## src/rtl/pipelined_shifter_if.sv

```systemverilog
// Issue/broadcast bundle for the pipelined funnel shifter, plus the RS tag type shared with the CDB.
typedef enum logic [2:0] {
    NO_VAL  = 3'd0,
    ALU_1   = 3'd1,
    ALU_2   = 3'd2,
    MUL_1   = 3'd3,
    SHIFT_1 = 3'd4,
    LSU_1   = 3'd5
} rs_tag_t;

interface pipelined_shifter_if #(
    parameter int unsigned DWIDTH = 32
);
    logic              valid_i;
    logic              ready_o;
    logic [2:0]        op_i;
    logic [DWIDTH-1:0] rs1_val_i;
    logic [DWIDTH-1:0] rs2_val_i;
    logic              flush_i;
    logic              grant_i;
    logic              cdb_valid_o;
    rs_tag_t           cdb_tag_o;
    logic [DWIDTH-1:0] cdb_val_o;

    modport master (
        output valid_i, op_i, rs1_val_i, rs2_val_i, flush_i, grant_i,
        input  ready_o, cdb_valid_o, cdb_tag_o, cdb_val_o
    );

    modport slave (
        input  valid_i, op_i, rs1_val_i, rs2_val_i, flush_i, grant_i,
        output ready_o, cdb_valid_o, cdb_tag_o, cdb_val_o
    );
endinterface

```

## src/rtl/pipelined_shifter.sv

```systemverilog
// Pipelined funnel shifter (SLL/SRL/SRA/ROL/ROR) for the SHIFT RS slot; one shamt group per stage,
// last stage registers straight into the CDB output with grant back-pressure and flush.
module pipelined_shifter #(
    parameter int unsigned DWIDTH = 32,
    parameter int unsigned STAGES = 2,
    parameter rs_tag_t     TAG    = SHIFT_1
) (
    input logic                clk_i,
    input logic                reset_i,
    pipelined_shifter_if.slave bus
);
    localparam int unsigned SB = $clog2(DWIDTH);
    localparam int unsigned FW = 2 * DWIDTH - 1;
    localparam int unsigned NR = (STAGES > 1) ? STAGES - 1 : 1;

    typedef enum logic [2:0] {
        OP_SLL = 3'd0,
        OP_SRL = 3'd1,
        OP_SRA = 3'd2,
        OP_ROL = 3'd3,
        OP_ROR = 3'd4
    } op_t;

    // Stage k owns a contiguous group of shamt bits; MSB group first, leftover bits go to early stages.
    function automatic logic [SB-1:0] group_mask(int unsigned k);
        logic [SB-1:0] m;
        int unsigned   top;
        int unsigned   sz;
        m   = '0;
        top = SB;
        for (int unsigned j = 0; j < STAGES; j++) begin
            sz = SB / STAGES + ((j < SB % STAGES) ? 32'd1 : 32'd0);
            if (j == k) begin
                for (int unsigned b = top - sz; b < top; b++) begin
                    m = m | (SB'(1) << b);
                end
            end
            top = top - sz;
        end
        return m;
    endfunction

    function automatic logic [SB-1:0] eff_amt(logic left, logic [SB-1:0] shamt);
        return left ? ~shamt : shamt;
    endfunction

    op_t           op;
    logic          stall;
    logic          accept;
    logic          legal;
    logic          unused_rs2;

    logic [FW-1:0] in_fun   [STAGES];
    logic [SB-1:0] in_shamt [STAGES];
    logic          in_left  [STAGES];
    logic          in_vld   [STAGES];

    logic [FW-1:0] r_fun    [NR];
    logic [SB-1:0] r_shamt  [NR];
    logic          r_left   [NR];
    logic          r_vld    [NR];

    always_comb begin
        op          = op_t'(bus.op_i);
        stall       = bus.cdb_valid_o && !bus.grant_i;
        bus.ready_o = !stall;
        legal       = (bus.op_i <= 3'd4);
        accept      = bus.valid_i && !stall;
        unused_rs2  = ^bus.rs2_val_i[DWIDTH-1:SB];

        in_fun[0] = '0;
        case (op)
            OP_SRL:  in_fun[0] = {{(DWIDTH-1){1'b0}}, bus.rs1_val_i};
            OP_SRA:  in_fun[0] = {{(DWIDTH-1){bus.rs1_val_i[DWIDTH-1]}}, bus.rs1_val_i};
            OP_ROR:  in_fun[0] = {bus.rs1_val_i[DWIDTH-2:0], bus.rs1_val_i};
            OP_SLL:  in_fun[0] = {bus.rs1_val_i, {(DWIDTH-1){1'b0}}};
            OP_ROL:  in_fun[0] = {bus.rs1_val_i, bus.rs1_val_i[DWIDTH-1:1]};
            default: in_fun[0] = '0;
        endcase
        in_shamt[0] = bus.rs2_val_i[SB-1:0];
        in_left[0]  = (op == OP_SLL) || (op == OP_ROL);
        // Illegal ops are accepted but never set a valid bit, so they become bubbles.
        in_vld[0]   = accept && legal;

        for (int unsigned k = 1; k < STAGES; k++) begin
            in_fun[k]   = r_fun[k-1];
            in_shamt[k] = r_shamt[k-1];
            in_left[k]  = r_left[k-1];
            in_vld[k]   = r_vld[k-1];
        end
    end

    always_ff @(posedge clk_i) begin
        if (reset_i) begin
            for (int unsigned k = 0; k < NR; k++) begin
                r_vld[k] <= 1'b0;
            end
            bus.cdb_valid_o <= 1'b0;
            bus.cdb_tag_o   <= NO_VAL;
            bus.cdb_val_o   <= '0;
        end else if (bus.flush_i) begin
            for (int unsigned k = 0; k < NR; k++) begin
                r_vld[k] <= 1'b0;
            end
            bus.cdb_valid_o <= 1'b0;
            bus.cdb_tag_o   <= NO_VAL;
        end else if (!stall) begin
            for (int unsigned k = 0; k < STAGES - 1; k++) begin
                r_fun[k]   <= in_fun[k] >> (eff_amt(in_left[k], in_shamt[k]) & group_mask(k));
                r_shamt[k] <= in_shamt[k];
                r_left[k]  <= in_left[k];
                r_vld[k]   <= in_vld[k];
            end
            bus.cdb_valid_o <= in_vld[STAGES-1];
            bus.cdb_tag_o   <= in_vld[STAGES-1] ? TAG : NO_VAL;
            bus.cdb_val_o   <= DWIDTH'(in_fun[STAGES-1] >>
                               (eff_amt(in_left[STAGES-1], in_shamt[STAGES-1]) & group_mask(STAGES-1)));
        end
    end
endmodule
```

## src/flat_wrapper.sv

```systemverilog
// flat-port wrapper written by rule: the top's interface ports become plain ports
module pipelined_shifter_flat 
#(
    parameter int unsigned DWIDTH = 32,
    parameter int unsigned STAGES = 2,
    parameter rs_tag_t     TAG    = SHIFT_1
)
  (clk_i, reset_i, bus_valid_i, bus_op_i, bus_rs1_val_i, bus_rs2_val_i, bus_flush_i, bus_grant_i, bus_ready_o, bus_cdb_valid_o, bus_cdb_tag_o, bus_cdb_val_o);
  pipelined_shifter_if #(.DWIDTH(DWIDTH)) bus_i ();
  input logic clk_i;
  input logic reset_i;
  input wire logic [$bits(bus_i.valid_i)-1:0] bus_valid_i;
  input wire logic [$bits(bus_i.op_i)-1:0] bus_op_i;
  input wire logic [$bits(bus_i.rs1_val_i)-1:0] bus_rs1_val_i;
  input wire logic [$bits(bus_i.rs2_val_i)-1:0] bus_rs2_val_i;
  input wire logic [$bits(bus_i.flush_i)-1:0] bus_flush_i;
  input wire logic [$bits(bus_i.grant_i)-1:0] bus_grant_i;
  output wire logic [$bits(bus_i.ready_o)-1:0] bus_ready_o;
  output wire logic [$bits(bus_i.cdb_valid_o)-1:0] bus_cdb_valid_o;
  output wire logic [$bits(bus_i.cdb_tag_o)-1:0] bus_cdb_tag_o;
  output wire logic [$bits(bus_i.cdb_val_o)-1:0] bus_cdb_val_o;
  assign bus_i.valid_i = bus_valid_i;
  assign bus_i.op_i = bus_op_i;
  assign bus_i.rs1_val_i = bus_rs1_val_i;
  assign bus_i.rs2_val_i = bus_rs2_val_i;
  assign bus_i.flush_i = bus_flush_i;
  assign bus_i.grant_i = bus_grant_i;
  assign bus_ready_o = bus_i.ready_o;
  assign bus_cdb_valid_o = bus_i.cdb_valid_o;
  assign bus_cdb_tag_o = bus_i.cdb_tag_o;
  assign bus_cdb_val_o = bus_i.cdb_val_o;
  pipelined_shifter #(.DWIDTH(DWIDTH), .STAGES(STAGES), .TAG(TAG)) u_core (.clk_i(clk_i), .reset_i(reset_i), .bus(bus_i));
endmodule
```

## config.mk

```make
export PLATFORM = sky130hd
export DESIGN_NAME = pipelined_shifter_flat
export DESIGN_NICKNAME = d
export VERILOG_FILES = /design/src/rtl/pipelined_shifter_if.sv /design/src/rtl/pipelined_shifter.sv /design/src/flat_wrapper.sv
export SDC_FILE = /design/constraint.sdc
export NUM_CORES = 1
export LEC_CHECK = 0
export ABC_CLOCK_PERIOD_IN_PS = 2500
export BUFFER_PORTS_ARGS = -buffer_cell sky130_fd_sc_hd__buf_2
export CORE_UTILIZATION = 55
export DETAILED_ROUTE_END_ITERATION = 16
export HOLD_SLACK_MARGIN = 0.06
export MAX_ROUTING_LAYER = met4
export PLACE_DENSITY = 0.83
export SLEW_MARGIN = 0
export SYNTH_ARGS = -nofsm -noshare
export SYNTH_HDL_FRONTEND = slang
export SYNTH_SLANG_ARGS = --single-unit
```

## constraint.sdc

```tcl
create_clock -name clk_i -period 2.5 [get_ports clk_i]
set_input_delay 0.25 -clock clk_i [delete_from_list [all_inputs] [get_ports clk_i]]
set_output_delay 0.25 -clock clk_i [all_outputs]
set_load 0.01 [all_outputs]
```

==> results of run 1 <==
-- layer usage --
metal / part of all wire / wire, µm
met2: 0.44 / 11780
met5: 0 / 0
met4: 0.037 / 984
met1: 0.40 / 10700
met3: 0.13 / 3382
-- worst reg2reg max path, cell delays in order, from the launching register on --
cell	delay (ns)
edfxtp_1	0.55
xor2_4	0.24
buf_12	0.24
mux2i_1	0.31
nand2_1	0.09
a21oi_1	0.31
a21oi_1	0.06
-- per-stage QoR --
step | TNS, ns | total power (W) | utilization | hold slack [ns] | instance area [µm²]
6_report | 0 | 0.004486 | 0.6846 | 0.08615 | 8361
3_3_place_gp | -0.01001 | 0.003098 | 0.6591 | 0.4335 | 8049
3_5_place_dp | 0 | 0.003120 | 0.6591 | 0.4311 | 8049
4_1_cts | 0 | 0.004434 | 0.6844 | 0.08854 | 8358
5_1_grt | 0 | 0.004658 | 0.6844 | 0.08873 | 8358
2_1_floorplan | 0 | 0.002499 | - | 0.3489 | 7029
-- synthesized netlist by cell type (all sizes together) (5+ instances only) --
| library cell | count |
|---|---|
| a22oi | 29 |
| edfxtp | 39 |
| xnor2 | 6 |
| nor2 | 38 |
| nor2b | 8 |
| nand2 | 125 |
| o211ai | 9 |
| mux2i | 83 |
| clkbuf | 39 |
| a211oi | 12 |
| buf | 50 |
| a21boi | 5 |
| a31oi | 7 |
| a221oi | 5 |
| o221ai | 14 |
| o21ai | 48 |
| nand3b | 5 |
| mux2 | 15 |
| nand2b | 47 |
| o2bb2ai | 14 |
| nor3 | 7 |
| dfxtp | 33 |
| o22ai | 44 |
| nand3 | 15 |
| inv | 9 |
| a21oi | 107 |
-- area by class of cell --
type / instances / area, µm²
diodes: 1 / 2.502
clock buffers: 11 / 275.3
clock inverters: 5 / 33.78
fillers: 1054 / 3851
inverters: 11 / 41.29
multi-input cells: 710 / 4767
flip-flops and latches: 72 / 1832
well taps: 168 / 210.2
repair buffers: 166 / 1199
-- worst paths after layout --
| path | start | to | slack, ns |
|---|---|---|---|
| worst max-delay path | bus_op_i[2] | u_core.r_fun[0][8] | 0.25 |
| worst min-delay path | bus_rs2_val_i[1] | u_core.r_shamt[0][1] | 0.09 |
| worst max register to register | u_core.r_left[0] | u_core.bus.cdb_val_o[28] | 0.56 |
| worst min register to register | u_core.r_vld[0] | u_core.bus.cdb_valid_o | 0.46 |
-- kinds of logic (layout without fill, tap and decap cells) --
group,count (synthesis),in the layout,share of synthesized area
AO/OA/AOI/OAI,338,338,0.3207
XOR/XNOR,10,10,0.02796
buffers and inverters,100,193,0.06696
flip-flops,72,72,0.2607
multiplexers,99,99,0.1455
other,1,3,0.0005338
AND/OR/NAND/NOR,261,261,0.1776
-- power by group through the flow --
| stage | Sequential (W) | Clock [W] | Combinational, W |
|---|---|---|---|
| 4_1_cts | 0.00145 | 0.00132 | 0.00166 |
| 5_1_grt | 0.00146 | 0.00137 | 0.00182 |
| 3_3_place_gp | 0.00147 | 0 | 0.00163 |
| 2_1_floorplan | 0.00148 | 0 | 0.00101 |
| 6_report | 0.00145 | 0.00132 | 0.00171 |
| 3_5_place_dp | 0.00147 | 0 | 0.00165 |
-- sequential cells by signal, summed over array words and instances, names as in the netlist --
| signal | cells |
|---|---|
| u_core.r_vld | 1 |
| u_core.r_left | 1 |
| u_core.bus.cdb_val_o | 32 |
| u_core.bus.cdb_valid_o | 1 |
| u_core.r_fun | 35 |
| u_core.r_shamt | 2 |
==> results.md, run 1 <==
- Outcome: complete, no violations
- Power Density: 536.6 nW/µm²
- Clock root cell: clkbuf_16
- Largest net degree at the start of global routing: 40
- Post-synthesis cell count: 881
- Async SR Flop Fraction: 0
- Max Cap Viol: 0
- Share of layout cells above drive strength 1: 0.2328
- Minimum clock period: 2.251 ns
- Pre-CTS WS: 0.004479 ns
- Reg clk slew, reported paths: 0.06 ns
- Antenna violations before repair: 0
- Die Span X: 115.0 µm
- Total wire length: 26.84 mm
- Routed via count: 7,872
- CTS buffer count: 9
- Final Wtd Congestion: 1.049
- Internal power: 0.002858 W
- First-pass GRT wire length: 41.50 mm
- Post-cts resize count: 0
- CTS Hold Bufs: 0
- Most common cell after layout, fill and taps aside: nand2_1
- Total Nets Final: 1,042
- Final Slew Violations: 0
- Reg2Reg Depth: 6
- Post-synth EDFFs: 39
- Sequential power share: 0.324
- P&R area growth vs syn: 19.00%
- Cell taking the most area after synthesis: edfxtp_1
- Critical path's most frequent cell: buf_4
- Vias/cell: 6.881
- Top post-synthesis cells by area: edfxtp_1 17%, mux2i_1 12%, dfxtp_1 9.4%, a21oi_1 7.6%, nand2_1 6.6%
- Yosys warning total: 0
- Post CTS Setup Buffer Count: 0
- Number of global-route vias before repair: 7,192
- IO Port Bufs: 79
- Global route hottest layer: met2
- Clk buf depth: 2
- Sw frac: 0.3629
- Final setup violation count: 0
- Synth top area share: 0.1667
- GR met1 Demand/Resource: 0.5836
- Switching power: 0.001628 W
- Leakage: 3.452 nW
- Core area: 12,210 µm²
- GRT overflow: 0
- CTS sink cnt: 72
- Row cnt: 40
- CP startpoint kind: primary input
- H-tree level count: 3
- Crit. path cell count: 9
- Setup CP Type: in2reg
- Setup ws final: 0.2495 ns
- Hold Path Stages: 1
- Crit-path cells: buf_2, buf_4, inv_1, buf_12, a21oi_1, o21ai_0, buf_4, o31ai_1, a221oi_1
- RSZ-0062 raised after global routing: no
- GR Util met3: 0.08065
- DP Wirelength: 20.01 mm
- Wire length per cell: 23.46 µm
- Rel. slew slack: 0.4509
- Syn avg cell area: 7.974 µm²
- Die ar.: 13,230 µm²
- Total Routing Usage GR: 0.4301
- Post-Layout Cell Count: 1,144
- Skew final: 0.003476 ns
- Buf+Inv Stages, Crit Path: 5
- Clk Latency, worst-skew pair: 0.34 ns
- Register bit count reported by yosys: 72
- Seq/Total Area, Yosys: 0.2607
- Drt pass-1 iters: 6
- Post-route clock period utilization: 0.9002
- Die height: 115.0 µm
- Number of remaining DRC errors: 0
- CP Max Fanout: 33
- Clock Power Share: 0.294
- Worst ir drop on vdd: 0.0003794 V
- Ys flop type: edfxtp_1
- CP delay by family, top: compound AO/OA/AOI/OAI gates
- Peak Freq: 0.4443 GHz
- Actual slew at the worst max-slew pin: 0.8188 ns
- Placed insts: 1,127
- Crit path max-delay cell type: a21oi_1
- Logic pwr share: 0.382
- Antenna viol nets, final: 0
- Worst hold path class: in2reg
- Iter 0 DRT Violations: 1,170
- Hold violation count in the final report: 0
- Crit. End Element: flop
- Req. time, crit path: 2.55 ns
- I/O Pins: 109
- Commonest cells after routing, fill and taps aside: 124 x nand2_1, 107 x a21oi_1, 83 x mux2i_1, 79 x buf_2, 75 x buf_4
- Met2 track demand over resource: 0.6394
- Initial Utilization: 0.5753
- Unique masters post-synth: 78
- CTS tree: done
- Post-Syn Area: 7025 µm²
- CP arrival: 2.30 ns
- CP max stage delay: 0.54 ns
No activity file was read; power rests on OpenSTA's default activity.
==> run 2, diff against run 1 <==
- PLACE_DENSITY: 0.83 -> 0.78
==> run 2 against run 1 <==
Against the previous run:
- count of clock-buffer cells in the layout decreased by 2
- total power decreased by 2.8%
- first-iteration DRC count decreased by 26%
- non-clock buffer count decreased by 1
- worst setup slack improved by 0.057 ns
- flip-flop and latch count unchanged
- sequential share of layout area increased by 0.13 points
- register-to-register slack improved by 0.07 ns
- cell count decreased by 0.17%
- routed wire length decreased by 5.3%
- via count decreased by 2.6%
- highest routed layer unchanged
==> results.md, run 2 (synthesis results as in run 1) <==
- Pre-CTS WS: 0.02758 ns
- Hold violation count in the final report: 0
- Reg clk slew, reported paths: 0.06 ns
- Total wire length: 25.41 mm
- Total Routing Usage GR: 0.4058
- Largest Register: u_core.r_fun
- H-tree level count: 3
- Biggest regs: u_core.r_fun (35), u_core.bus.cdb_val_o (32), u_core.r_shamt (2)
- CTS sink cnt: 72
- Clk Latency, worst-skew pair: 0.34 ns
- Wire length per cell: 22.25 µm
- First-pass GRT wire length: 39.24 mm
- Skew final: 0.007616 ns
- Clock root cell: clkbuf_16
- IO Port Bufs: 79
- Die height: 115.0 µm
- Setup CP Type: in2reg
- Power Density: 524.7 nW/µm²
- Actual slew at the worst max-slew pin: 0.8145 ns
- I/O Pins: 109
- Post-DP Area: 8029 µm²
- Final setup violation count: 0
- Share of layout cells above drive strength 1: 0.2320
- Fillcell total: 1,072
- Iter 0 DRT Violations: 863
- GRT overflow: 0
- CTS buffer count: 9
- RSZ-0062 raised after global routing: no
- Initial Utilization: 0.5753
- Drt pass-1 iters: 7
- Hold slack: 0.08977 ns
- Routed via count: 7,665
- Die Span X: 115.0 µm
- CP startpoint kind: primary input
- Number of remaining DRC errors: 0
- Commonest cells after routing, fill and taps aside: 124 x nand2_1, 107 x a21oi_1, 83 x mux2i_1, 79 x buf_2, 75 x buf_4
- Leakage: 3.430 nW
- Peak Freq: 0.4559 GHz
- Setup ws final: 0.3066 ns
- CP Max Fanout: 13
- Post-cts resize count: 0
- Final Wtd Congestion: 1.081
- Crit. End Element: flop
- CTS Hold Bufs: 0
- Row cnt: 40
- Post-route clock period utilization: 0.8774
- Max reg flops: 35
- Clk buf depth: 2
- Antenna violations before repair: 0
- P&R area growth vs syn: 18.33%
- Number of global-route vias before repair: 6,800
- Worst ir drop on vdd: 0.0003082 V
- Antenna viol nets, final: 0
- Placed insts: 1,126
- Post-route setup TNS: 0 ns
- CP arrival: 2.40 ns
- CTS tree: done
- Final Slew Violations: 0
- Outcome: complete, no violations
- Design Area, Final: 8313 µm²
- Max Cap Viol: 0
- Post-Layout Cell Count: 1,142
- ANT cells: 0
- Core area: 12,210 µm²
- Largest net degree at the start of global routing: 40
- DP Wirelength: 19.20 mm
- Minimum clock period: 2.193 ns
- Rel. slew slack: 0.4537
- Post CTS Setup Buffer Count: 0
- Worst hold path class: in2reg
- Vias/cell: 6.712
- Die ar.: 13,230 µm²
- Most common cell after layout, fill and taps aside: nand2_1
- Total Nets Final: 1,041
- Req. time, crit path: 2.71 ns
[run 2: routing by layer]
metal | track usage | share of wire | vias to the layer above
li1 | - | - | 3495
met4 | 0.1879 | 0.046 | 0
met1 | 0.5402 | 0.41 | 3594
met3 | 0.08487 | 0.11 | 85
met2 | 0.5867 | 0.43 | 491
met5 | - | 0 | -
[run 2: area by class of cell]
| type | count | area [µm²] | area share |
|---|---|---|---|
| Clock buffer | 9 | 225.2 | 0.02709 |
| Inverter | 11 | 41.29 | 0.004967 |
| Tap cell | 168 | 210.2 | 0.02529 |
| Timing Repair Buffer | 165 | 1179 | 0.1418 |
| Sequential cell | 72 | 1832 | 0.2203 |
| Multi-Input combinational cell | 710 | 4767 | 0.5734 |
| Clock inverter | 7 | 58.81 | 0.007074 |
[run 2: path summary, 6_finish.rpt]
path	to	slack [ns]	startpoint	cells past startpoint
setup / recovery	u_core.r_fun[0][7]	0.31	bus_op_i[1]	10
hold / removal	u_core.r_shamt[0][1]	0.09	bus_rs2_val_i[1]	1
setup reg to reg	u_core.bus.cdb_val_o[28]	0.63	u_core.r_left[0]	6
hold reg to reg	u_core.bus.cdb_valid_o	0.46	u_core.r_vld[0]	1
[run 2: worst max-delay path, cell delays in order]
cell      delay [ns]
buf_2           0.22
buf_12          0.20
nor3b_4         0.42
buf_4           0.32
buf_12          0.15
a21oi_1         0.08
o221ai_1        0.28
o21ai_1         0.13
a21oi_1         0.17
buf_4           0.15
[run 2: through the flow]
stage          power, W    util
2_1_floorplan  0.002499       -
3_3_place_gp   0.003084  0.6575
3_5_place_dp   0.003095  0.6575
4_1_cts        0.004332  0.6807
5_1_grt        0.004560  0.6807
6_report       0.004362  0.6807
[run 2: power by group]
group / switching, W / total (W) / leakage (nW) / internal, W
registers: 0.0000603 / 0.00145 / 0.655 / 0.00139
logic: 0.00101 / 0.00168 / 2.63 / 0.000668
clock network: 0.000542 / 0.00124 / 0.145 / 0.000694
total: 0.00161 / 0.00436 / 3.43 / 0.00275
==> run 3, diff against run 2 <==
- ABC_AREA: default -> 1
- PLACE_DENSITY: 0.78 -> 0.79
==> run 3 against run 2 <==
Against the previous run:
- sequential share of layout area up 3.9 points
- sequential power about the same
- flip-flop and latch count unchanged
- total power down 4.8%
- hold slack worse by 0.0023 ns
- via count down 7.4%
- routed wire length down 28%
- largest cell class unchanged
==> results.md, run 3 <==
- Iter 0 DRT Violations: 739
- Number of remaining DRC errors: 0
- Async SR Flop Fraction: 0
- Post-route setup TNS: 0 ns
- Final setup violation count: 0
- Row cnt: 38
- GRT overflow: 0
- Yosys warning total: 0
- Reg clk slew, reported paths: 0.06 ns
- Fillcell total: 1,043
- Post-synth EDFFs: 39
- Max reg flops: 35
- CTS buffer count: 9
- Routed via count: 7,096
- Synth top area share: 0.2067
- Final Core Density: 0.6423
- Actual slew at the worst max-slew pin: 0.6077 ns
- Peak Freq: 0.5187 GHz
- Ys flop type: edfxtp_1
- Core area: 10,980 µm²
- Minimum clock period: 1.928 ns
- RSZ-0062 raised after global routing: no
- Post-route clock period utilization: 0.7712
- CP arrival: 2.12 ns
- Worst hold path class: in2reg
- Crit path max-delay cell type: buf_4
- Final Wtd Congestion: 0.9340
- Biggest regs: u_core.r_fun (35), u_core.bus.cdb_val_o (32), u_core.r_shamt (2)
- Placed insts: 1,223
- Power Density: 588.8 nW/µm²
- Total wire length: 18.20 mm
- Critical path's most frequent cell: nand2_1
- Die height: 108.9 µm
- Total Routing Usage GR: 0.3316
- Syn avg cell area: 5.943 µm²
- Share of layout cells above drive strength 1: 0.1401
- Rel. slew slack: 0.5942
- Skew final: 0.005326 ns
- Wire length per cell: 14.69 µm
- Leakage: 3.666 nW
- Initial Utilization: 0.5720
- P&R area growth vs syn: 12.29%
- Antenna viol nets, final: 0
- Req. time, crit path: 2.69 ns
- Clk Latency, worst-skew pair: 0.34 ns
- CTS sink cnt: 72
- CP Max Fanout: 59
- CTS tree: done
- I/O Pins: 109
- Largest Register: u_core.r_fun
- Hold violation count in the final report: 0
- Clk buf depth: 2
- Register Area: 1832 µm²
- Vias/cell: 5.727
- Post-cts resize count: 0
- Cell taking the most area after synthesis: nand2_1
- Leading cell types by count after synthesis: 346 x nand2_1, 248 x nand3_1, 124 x inv_1
- Post-Layout Cell Count: 1,239
- CP max stage delay: 0.48 ns
- Post-synthesis cell count: 1,057
- Most common cell after layout, fill and taps aside: nand2_1
- Largest net degree at the start of global routing: 60
- Seq/Total Area, Yosys: 0.2916
- Post-Syn Area: 6282 µm²
- Crit. End Element: flop
- Outcome: complete, no violations
- Total Nets Final: 1,166
- Multi-input logic area: 3662 µm²
- Register bit count reported by yosys: 72
- Number of global-route vias before repair: 6,127
- Most common cell in the netlist: nand2_1
- Antenna violations before repair: 0
- H-tree level count: 3
- Worst ir drop on vdd: 0.0006549 V
- CTS Hold Bufs: 0
- Crit-path cells: buf_2, nand3_2, nand2_4, nand2_1, nand2_2, buf_4, nand2_1, nand3_1, nand3_1, nand2_1
- CP startpoint kind: primary input
- Die ar.: 11,850 µm²
- Unique masters post-synth: 24
- Max Cap Viol: 0
- Top post-synthesis cells by area: nand2_1 21%, nand3_1 20%, edfxtp_1 19%, dfxtp_1 11%, o21ai_0 7.6%
- First-pass GRT wire length: 29.62 mm
- Setup CP Type: in2reg
- Post CTS Setup Buffer Count: 0
- ANT cells: 0
- DP Wirelength: 13.13 mm
- Final Slew Violations: 0
- Commonest cells after routing, fill and taps aside: 346 x nand2_1, 248 x nand3_1, 124 x inv_1, 96 x o21ai_0, 79 x buf_2
- Clock root cell: clkbuf_16
- Drt pass-1 iters: 6
- Die Span X: 108.9 µm
- IO Port Bufs: 79
[run 3: cell count changes in the layout (fill, tap and decap cells not counted), sizes merged, moves of 29 or more]
cell    change
a22oi      -29
a21oi     -107
buf        -66
inv       +112
o21ai      +48
o22ai      -44
nand2b     -47
mux2i      -83
nand2     +225
nand3     +234
[run 3: worst paths after layout]
check        slack, ns  cells past startpoint                        to        startpoint
max               0.57                     10       u_core.r_fun[0][10]       bus_op_i[0]
min               0.09                      1      u_core.r_shamt[0][1]  bus_rs2_val_i[1]
max reg2reg       0.73                      7  u_core.bus.cdb_val_o[20]  u_core.r_left[0]
min reg2reg       0.46                      2    u_core.bus.cdb_valid_o   u_core.r_vld[0]
[run 3: kinds of logic (layout without fill, tap and decap cells)]
| logic type | after synthesis | after routing | synth area share |
|---|---|---|---|
| buffers and inverters | 200 | 241 | 0.1320 |
| AND/OR/NAND/NOR | 677 | 677 | 0.4800 |
| flip-flops | 72 | 72 | 0.2916 |
| XOR/XNOR | 4 | 4 | 0.01096 |
| other | 1 | 2 | 0.0005969 |
| AO/OA/AOI/OAI | 103 | 103 | 0.08484 |
[run 3: power breakdown]
group | total [W] | switching (W) | internal (W)
sequential | 0.00144 | 0.0000476 | 0.00139
combinational | 0.00131 | 0.000871 | 0.000438
clock | 0.00140 | 0.000518 | 0.000885
total | 0.00415 | 0.00144 | 0.00272
[run 3: layer usage]
metal	share of wire	GRT usage	vias up	wire, µm
met4	0.047	0.1824	0	857
met5	0	-	-	0
met1	0.43	0.4080	3169	7782
li1	-	-	3522	-
met2	0.45	0.4969	346	8116
met3	0.080	0.08129	59	1448
[run 3: critical path, delay by kind of cell]
kind,cells,cell delay (ns)
simple gates,8,1.08
buf+inv,2,0.75
[run 3: cell type report]
type / count / share of cell area
Timing Repair Buffer: 99 / 0.08265
Sequential cell: 72 / 0.2597
Clock inverter: 7 / 0.01472
Tap cell: 140 / 0.02483
Inverter: 126 / 0.06705
Clock buffer: 9 / 0.03193
Multi-Input combinational cell: 786 / 0.5192
[run 3: stage by stage]
stage               hold WS [ns]  setup WS, ns  cell area (µm²)  power (W)
floorplan                 0.3489        0.2767             6289   0.002369
global placement          0.4258        0.3049             6725   0.002736
detailed placement        0.4290        0.2900             6725   0.002748
CTS                      0.07524        0.6427             7054   0.004150
global route             0.06874        0.4315             7054   0.004389
finish                   0.08745        0.5720             7054   0.004154
